$ cat src/rtl/host_bus_interface.sv
// Host CPU bus bridge: synchronizes the asynchronous 8-bit host bus chip select and turns
// each host access into a single 16-bit register write strobe or a byte-selected read.
module host_bus_interface #(
  parameter int unsigned SYNC_STAGES = 2
) (
  input  logic        clk,
  input  logic        reset_n_i,
  input  logic        bus_cs_n_i,
  input  logic        bus_rd_nwr_i,
  input  logic [3:0]  bus_reg_num_i,
  input  logic        bus_bytesel_i,
  input  logic [7:0]  bus_data_i,
  output logic [7:0]  bus_data_o,
  output logic        bus_data_oe_o,
  output logic        reg_write_strobe_o,
  output logic [3:0]  reg_num_o,
  output logic [15:0] reg_data_o,
  input  logic [15:0] reg_data_i
);

  if (SYNC_STAGES < 2 || SYNC_STAGES > 3) begin : gen_bad_stages
    $error("SYNC_STAGES must be 2 or 3");
  end

  typedef enum logic [0:0] {StIdle, StAccess} state_e;

  state_e                 state_q;
  logic [SYNC_STAGES-1:0] cs_sync_q;
  logic                   cs_hist_q;
  logic                   cs_synced;
  logic                   cs_fall;

  logic                   pending_q;
  logic                   cap_rd_q;
  logic [3:0]             cap_num_q;
  logic                   cap_sel_q;
  logic [7:0]             cap_data_q;
  logic [7:0]             high_byte_q;

  logic [7:0]             bus_data_q;
  logic                   bus_data_oe_q;
  logic                   reg_write_strobe_q;
  logic [3:0]             reg_num_q;
  logic [15:0]            reg_data_q;

  // All stages reset to the asserted level so a CS held low across reset is not an edge.
  always_ff @(posedge clk or negedge reset_n_i) begin
    if (!reset_n_i) begin
      cs_sync_q <= '0;
      cs_hist_q <= 1'b0;
    end else begin
      cs_sync_q <= {cs_sync_q[SYNC_STAGES-2:0], bus_cs_n_i};
      cs_hist_q <= cs_synced;
    end
  end

  assign cs_synced = cs_sync_q[SYNC_STAGES-1];
  assign cs_fall   = ~cs_synced & cs_hist_q;

  always_ff @(posedge clk or negedge reset_n_i) begin
    if (!reset_n_i) begin
      state_q            <= StIdle;
      pending_q          <= 1'b0;
      cap_rd_q           <= 1'b0;
      cap_num_q          <= '0;
      cap_sel_q          <= 1'b0;
      cap_data_q         <= '0;
      high_byte_q        <= '0;
      bus_data_q         <= '0;
      bus_data_oe_q      <= 1'b0;
      reg_write_strobe_q <= 1'b0;
      reg_num_q          <= '0;
      reg_data_q         <= '0;
    end else begin
      reg_write_strobe_q <= 1'b0;
      pending_q          <= 1'b0;
      case (state_q)
        StIdle: begin
          bus_data_oe_q <= 1'b0;
          if (cs_fall) begin
            cap_rd_q   <= bus_rd_nwr_i;
            cap_num_q  <= bus_reg_num_i;
            cap_sel_q  <= bus_bytesel_i;
            cap_data_q <= bus_data_i;
            pending_q  <= 1'b1;
            state_q    <= StAccess;
          end
        end
        StAccess: begin
          if (cs_synced) begin
            // CS already gone again (runt pulse or end of access): no action, drop OE.
            bus_data_oe_q <= 1'b0;
            state_q       <= StIdle;
          end else begin
            if (pending_q) begin
              if (cap_rd_q) begin
                reg_num_q     <= cap_num_q;
                bus_data_oe_q <= 1'b1;
              end else if (cap_sel_q) begin
                reg_write_strobe_q <= 1'b1;
                reg_num_q          <= cap_num_q;
                reg_data_q         <= {high_byte_q, cap_data_q};
              end else begin
                high_byte_q <= cap_data_q;
              end
            end
            if (cap_rd_q) begin
              bus_data_q <= cap_sel_q ? reg_data_i[7:0] : reg_data_i[15:8];
            end
          end
        end
        default: state_q <= StIdle;
      endcase
    end
  end

  assign bus_data_o         = bus_data_q;
  assign bus_data_oe_o      = bus_data_oe_q;
  assign reg_write_strobe_o = reg_write_strobe_q;
  assign reg_num_o          = reg_num_q;
  assign reg_data_o         = reg_data_q;

endmodule

$ cat config.mk
export PLATFORM = sky130hd
export DESIGN_NAME = host_bus_interface
export DESIGN_NICKNAME = d
export VERILOG_FILES = /design/src/rtl/host_bus_interface.sv
export SDC_FILE = /design/constraint.sdc
export NUM_CORES = 1
export LEC_CHECK = 0
export BUFFER_PORTS_ARGS = -buffer_cell sky130_fd_sc_hd__buf_2
export CORE_ASPECT_RATIO = 1.2
export CORE_MARGIN = 2
export CORE_UTILIZATION = 53
export CTS_BUF_LIST = sky130_fd_sc_hd__clkbuf_8
export CTS_CLUSTER_SIZE = 12
export DETAILED_ROUTE_END_ITERATION = 16
export GPL_ROUTABILITY_DRIVEN = 1
export PLACE_DENSITY = 0.81
export RECOVER_POWER = 100
export SYNTH_ARGS = -nofsm -noshare
export SYNTH_HDL_FRONTEND = slang
export SYNTH_SLANG_ARGS = --single-unit
$ cat constraint.sdc
create_clock -name clk -period 1.7 [get_ports clk]
set_input_delay 0.255 -clock clk [delete_from_list [all_inputs] [get_ports clk]]
set_output_delay 0.255 -clock clk [all_outputs]
set_load 0.005 [all_outputs]
==> impl_metrics.ini, run 1 <==
[die]
rows = 25
start_util_pct = 55.33
num_io_pins = 63
die_h_um = 74.27
dieArea_mm2 = 0.004646
fp.dieW_um = 62.56
core_mm2 = 0.003941

[logic_synthesis]
seq_area_frac_synth_pct = 65.40
synth.distinct_cells = 18
netlist_instances = 141
syn_area_per_cell_um2 = 15.47
ys_top_cells_by_area = dfrtp_1 (65%), mux2_2 (22%), mux2i_1 (3.7%)
synth_adder_area_share_pct = 0
ys.flop_type = dfrtp_1
synth_nets = 174
synth.area.mux_share_pct = 25.36
netlist_area_mm2 = 0.002181
synth_top_family_by_area = multiplexers
synth_warnings = 0
synth_edf_count = 0
synth_top_cells_by_count = dfrtp_1 (57), mux2_2 (42), mux2i_1 (8), nand2_1 (8), o21ai_0 (8)
yosys.area_share.simple_pct = 5.221
yosysMostFrequentCell = dfrtp_1
synthXorXnorAreaFrac_pct = 0
async_flop_share_pct = 100.0
yosysTopAreaCellShare_pct = 65.40
ys_seq_elements = 57
yosysTopAreaCell = dfrtp_1
synth_compound_area_share_pct = 2.065

[timing]
rsz0062_at_grt = no
finalMaxSlewViolations = 0
fin_crit_ns = 1.567
finClkSkew_ns = 0.007462
setup_ws_ns = 0.1325
fmax_mhz = 638.0
setup_violations = 0
relSlewSlack_pct = 51.62
tns_ns = 0
timing_hold_violations_final = 0
tightest_slew_ns = 0.7257
period_share_pct = 92.20
whs_ns = 0.02027

[cts]
clockRootBuffer = clkbuf_8
post-cts-setup-buffer-count = 0
cts.sinks = 57
hold_buffers = 1
cts_resized = 0
h-tree-depth = 3
cts_made_buffers = 9
cts_max_path_buffers = 2
clk-insertion-delay-late_ns = 0.34
cts_tree = built
cts.clk_slew.worst_paths_ns = 0.07

[global_route]
grt_first_pass_wirelength_mm = 6.292
grt_overflow = 0
grt_pass1_vias = 1383
grt_max_degree = 58
antenna_found_initial = 0
grt.total_usage_pct = 18.65

[drt]
drt-wirelength-per-cell_um = 14.20
dr.pass1.iters = 6
drc = 0
wl_mm = 3.891
vias_per_cell = 5.018
drtIter0Drc = 26
vias = 1375
ant_nets = 0

[critical_path]
worstSetupEndpointType = flip-flop
regToRegSetupSlack_ns = 0.13
startpoint_type = flip-flop
critPathMaxFanout = 8
critical_path_class = reg2reg
arrival_ns = 1.78
worstPathRequired_ns = 1.92

[hold_path]
hold_path.class = in2reg

[place]
place_area_mm2 = 0.002570
dpl_worst_slack_ns = 0.1321
dp_cells = 257
gp_congestion = 0.6588
io_buffers = 62
dpl.hpwl_mm = 2.754

[finish]
finalNetCount = 248
fillers = 292
final_area_mm2 = 0.002781
antenna_cells = 0
fin_cells = 274
drive_above_1_share_pct = 50.00
final_util_pct = 70.57
syn_to_final_growth_pct = 27.54

[pwr]
p_leak_nw = 1.409
power_density_mw_per_mm2 = 1390
total_power_mw = 3.867
max-vdd-ir-drop_mv = 0.7919

[outcome]
status = completed

[flow_run]
cap_viol_max_count = 0
-- path summary, 6_finish.rpt --
| path | start | to | cells past startpoint |
|---|---|---|---|
| max in group asynchronous | reset_n_i | bus_data_o[6]$_DFFE_PN0P_ | 3 |
| min | bus_cs_n_i | cs_sync_q[0]$_DFF_PN0_ | 1 |
| max reg2reg | cap_rd_q$_DFFE_PN0P_ | high_byte_q[1]$_DFFE_PN0P_ | 4 |
| max | cap_rd_q$_DFFE_PN0P_ | high_byte_q[1]$_DFFE_PN0P_ | 4 |
| min reg2reg | cs_sync_q[0]$_DFF_PN0_ | cs_sync_q[1]$_DFF_PN0_ | 0 |
| min in group asynchronous | reset_n_i | bus_data_o[0]$_DFFE_PN0P_ | 3 |
-- state kept, by name, indices dropped and copies added (netlist names) --
name,flops
bus_data_o,8
bus_data_oe_o,1
cap_data_q,8
cap_num_q,4
cap_rd_q,1
cap_sel_q,1
cs_hist_q,1
cs_sync_q,2
high_byte_q,8
pending_q,1
reg_data_o,16
reg_num_o,4
reg_write_strobe_o,1
state_q,1
-- placed cells by master (no fill, tap or decap) --
master / Yosys / routed
dfrtp_1: 57 / 57
buf_2: 1 / 46
mux2_2: 42 / 42
clkbuf_1: 1 / 16
clkbuf_8: 0 / 9
mux2i_1: 8 / 8
nand2_1: 8 / 8
o21ai_0: 8 / 8
nor2_1: 4 / 4
bufinv_16: 0 / 3
buf_4: 1 / 3
clkinvlp_4: 0 / 2
nor3b_1: 0 / 1
and4bb_1: 0 / 1
nand2_4: 1 / 1
inv_1: 1 / 1
nand2b_1: 1 / 1
nor3b_2: 2 / 1
nor2b_1: 1 / 1
a21oi_1: 1 / 1
nand3b_1: 1 / 1
clkinv_4: 0 / 1
clkinv_2: 0 / 1
dlygate4sd3_1: 0 / 1
buf_1: 0 / 1
clkbuf_4: 0 / 1
-- worst max-delay path, stage by stage (launching register included) --
cell	delay, ns
dfrtp_1	0.42
and4bb_1	0.36
nor2b_1	0.15
buf_4	0.18
mux2_2	0.34
-- layer usage --
| metal | share of wire (%) | track usage [%] |
|---|---|---|
| met3 | 5.7 | 7.564 |
| met1 | 40 | 19.57 |
| met4 | 2.4 | 11.11 |
| met2 | 52 | 32.14 |
| met5 | 0 | 0 |
-- power breakdown --
group / leakage (nW) / total [mW] / switching (mW) / internal [mW]
sequential: 0.728 / 1.79 / 0.157 / 1.63
combinational: 0.565 / 0.558 / 0.237 / 0.321
clock: 0.115 / 1.52 / 0.546 / 0.972
total: 1.41 / 3.87 / 0.940 / 2.93
-- final cells by class --
cell class	instances	area, um2	share of cell area [%]
well taps	54	67.56	2.429
clock inverters	7	118.9	4.274
clock buffers	9	123.9	4.453
flip-flops and latches	57	1426	51.28
repair buffers	68	334.1	12.01
multi-input cells	78	706.9	25.42
inverters	1	3.754	0.1350
-- cell families (layout without fill, tap and decap cells) --
group           Yosys count  count (layout)
flops                    57              57
mux                      50              50
simple gates             19              19
compound gates            9               9
buf+inv                   6              85
(Power assumes the default switching activity.)
==> inputs of run 2 (changes only) <==
--- a/config.mk
+++ b/config.mk
@@ -8,12 +8,12 @@
 export BUFFER_PORTS_ARGS = -buffer_cell sky130_fd_sc_hd__buf_2
 export CORE_ASPECT_RATIO = 1.2
 export CORE_MARGIN = 2
-export CORE_UTILIZATION = 53
+export CORE_UTILIZATION = 48
 export CTS_BUF_LIST = sky130_fd_sc_hd__clkbuf_8
 export CTS_CLUSTER_SIZE = 12
 export DETAILED_ROUTE_END_ITERATION = 16
 export GPL_ROUTABILITY_DRIVEN = 1
-export PLACE_DENSITY = 0.81
+export PLACE_DENSITY = 0.78
 export RECOVER_POWER = 100
 export SYNTH_ARGS = -nofsm -noshare
 export SYNTH_HDL_FRONTEND = slang
==> constraint.sdc (replaced) <==
create_clock -name clk -period 1.4 [get_ports clk]
set_input_delay 0.21 -clock clk [delete_from_list [all_inputs] [get_ports clk]]
set_output_delay 0.21 -clock clk [all_outputs]
set_load 0.005 [all_outputs]
==> run 2 against run 1 <==
  * The flow now finishes with violations (negative setup slack)
  * Critical path depth unchanged
  * Die area is 9.8% higher
  * Sequential power up 22%
  * Routed wire length decreased by 2.1%
  * Sequential cell count stayed put
  * Largest cell class unchanged
  * Non-clock buffer count increased by 8
==> impl_metrics.ini, run 2 (synthesis gave the netlist of run 1 again) <==
[timing]
setup_ws_ns = -0.04155
rsz0062_at_grt = yes
fin_crit_ns = 1.442
fmax_mhz = 693.7
relSlewSlack_pct = 51.00
timing_hold_violations_final = 0
tightest_slew_ns = 0.7351
finClkSkew_ns = 0.006559
period_share_pct = 103.0
finalMaxSlewViolations = 0
setup_violations = 19

[outcome]
violations = negative setup slack
status = finished, violations left

[global_route]
grt_max_degree = 58
grt.total_usage_pct = 17.45
grt_first_pass_wirelength_mm = 6.479
antenna_found_initial = 0
grt_overflow = 0
grt_pass1_vias = 1412

[critical_path]
critical_path_class = reg2reg
worstPathRequired_ns = 1.61
arrival_ns = 1.65
startpoint_type = flip-flop
worstSetupEndpointType = flip-flop
critPathMaxFanout = 8

[pwr]
power_density_mw_per_mm2 = 1477
total_power_mw = 4.231
p_leak_nw = 1.483
max-vdd-ir-drop_mv = 0.7573

[drt]
drt-wirelength-per-cell_um = 13.56
drtIter0Drc = 67
wl_mm = 3.810
vias_per_cell = 4.890
dr.pass1.iters = 4
ant_nets = 0
vias = 1374
drc = 0

[die]
start_util_pct = 50.40
dieArea_mm2 = 0.005101
core_mm2 = 0.004327
rows = 26
fp.dieW_um = 65.53
num_io_pins = 63
die_h_um = 77.84

[place]
dpl.hpwl_mm = 2.687
io_buffers = 62
dp_cells = 265
gp_congestion = 0.6959

[finish]
fin_cells = 281
largest_register_ff_count = 16
mostFrequentLayoutCells = dfrtp_1 (57), buf_2 (52), mux2_2 (33)
antenna_cells = 0
syn_to_final_growth_pct = 31.38
drive_above_1_share_pct = 55.11
final_util_pct = 66.22
mostFrequentLayoutCell = dfrtp_1
finalNetCount = 256

[cts]
clockRootBuffer = clkbuf_8
cts_tree = built
cts_made_buffers = 9
clk-insertion-delay-late_ns = 0.33
cts_max_path_buffers = 2
h-tree-depth = 3
cts.sinks = 57
cts.clk_slew.worst_paths_ns = 0.06

[hold_path]
hold_path.class = in2reg

[flow_run]
cap_viol_max_count = 0
run 2: changes by cell type in the layout (fill, tap and decap cells not counted), moves of 2 or more:
cell,before,now
buf_2,46,52
buf_4,3,6
buf_6,0,3
bufinv_16,3,0
clkbuf_1,16,10
clkbuf_8,9,12
clkinvlp_4,2,0
mux2_2,42,33
mux2_4,0,9
run 2: worst paths after layout:
kind,from,to,slack (ns),cells past startpoint
setup / recovery,state_q$_DFF_PN0_,high_byte_q[2]$_DFFE_PN0P_,-0.04,4
hold / removal,bus_data_i[6],cap_data_q[6]$_DFFE_PN0P_,0.11,2
setup reg to reg,state_q$_DFF_PN0_,high_byte_q[2]$_DFFE_PN0P_,-0.04,4
hold reg to reg,cs_sync_q[0]$_DFF_PN0_,cs_sync_q[1]$_DFF_PN0_,0.37,0
max in group asynchronous,reset_n_i,cap_rd_q$_DFFE_PN0P_,0.32,3
min in group asynchronous,reset_n_i,reg_data_o[11]$_DFFE_PN0P_,0.59,3
run 2: power by group:
| part | switching, mW | internal [mW] | total [mW] |
|---|---|---|---|
| sequential | 0.193 | 1.99 | 2.18 |
| clock | 0.550 | 0.750 | 1.30 |
| combinational | 0.297 | 0.455 | 0.752 |
run 2: final cells by class:
cell class	instances	area, um2
repair buffers	76	429.2
well taps	56	70.07
inverters	1	3.754
flip-flops and latches	57	1426
clock inverters	1	3.754
clock buffers	12	165.2
multi-input cells	78	767.0
fillers	334	1461
run 2: critical path, cell delays in order, from the launching register on:
cell,delay (ns)
dfrtp_1,0.41
and4bb_2,0.30
nor2b_4,0.17
buf_12,0.14
mux2_4,0.30
run 2: per-layer routing:
| metal | vias to the layer above | GRT usage [%] | share of wire, % |
|---|---|---|---|
| met2 | 36 | 27.76 | 52 |
| met5 | - | 0 | 0 |
| met1 | 673 | 20.75 | 41 |
| li1 | 657 | - | - |
| met4 | 0 | 8.750 | 1.9 |
| met3 | 8 | 6.232 | 4.8 |
run 2: per-stage QoR:
step / instance area (um2) / setup WS [ns] / hold WS, ns / setup TNS (ns)
6_report: 2865 / -0.04155 / 0.1106 / -0.4055
5_1_grt: 2865 / -0.09746 / 0.1061 / -2.589
4_1_cts: 2864 / -0.05831 / 0.09925 / -0.8459
3_5_place_dp: 2668 / -0.04979 / 0.2282 / -0.5615
3_3_place_gp: 2668 / -0.01142 / 0.2326 / -0.1144
2_1_floorplan: 2218 / -0.04438 / -0.08559 / -0.7114
run 2: what timing repair did:
| action | in CTS | in global routing |
|---|---|---|
| pin swaps | 2 | 2 |
| setup endpoints to repair | 22 | 42 |
| buffers inserted | 0 | 1 |
| hold endpoints to repair | 58 | 0 |
| hold buffers | 2 | 0 |
| resized for setup | 1 | 5 |
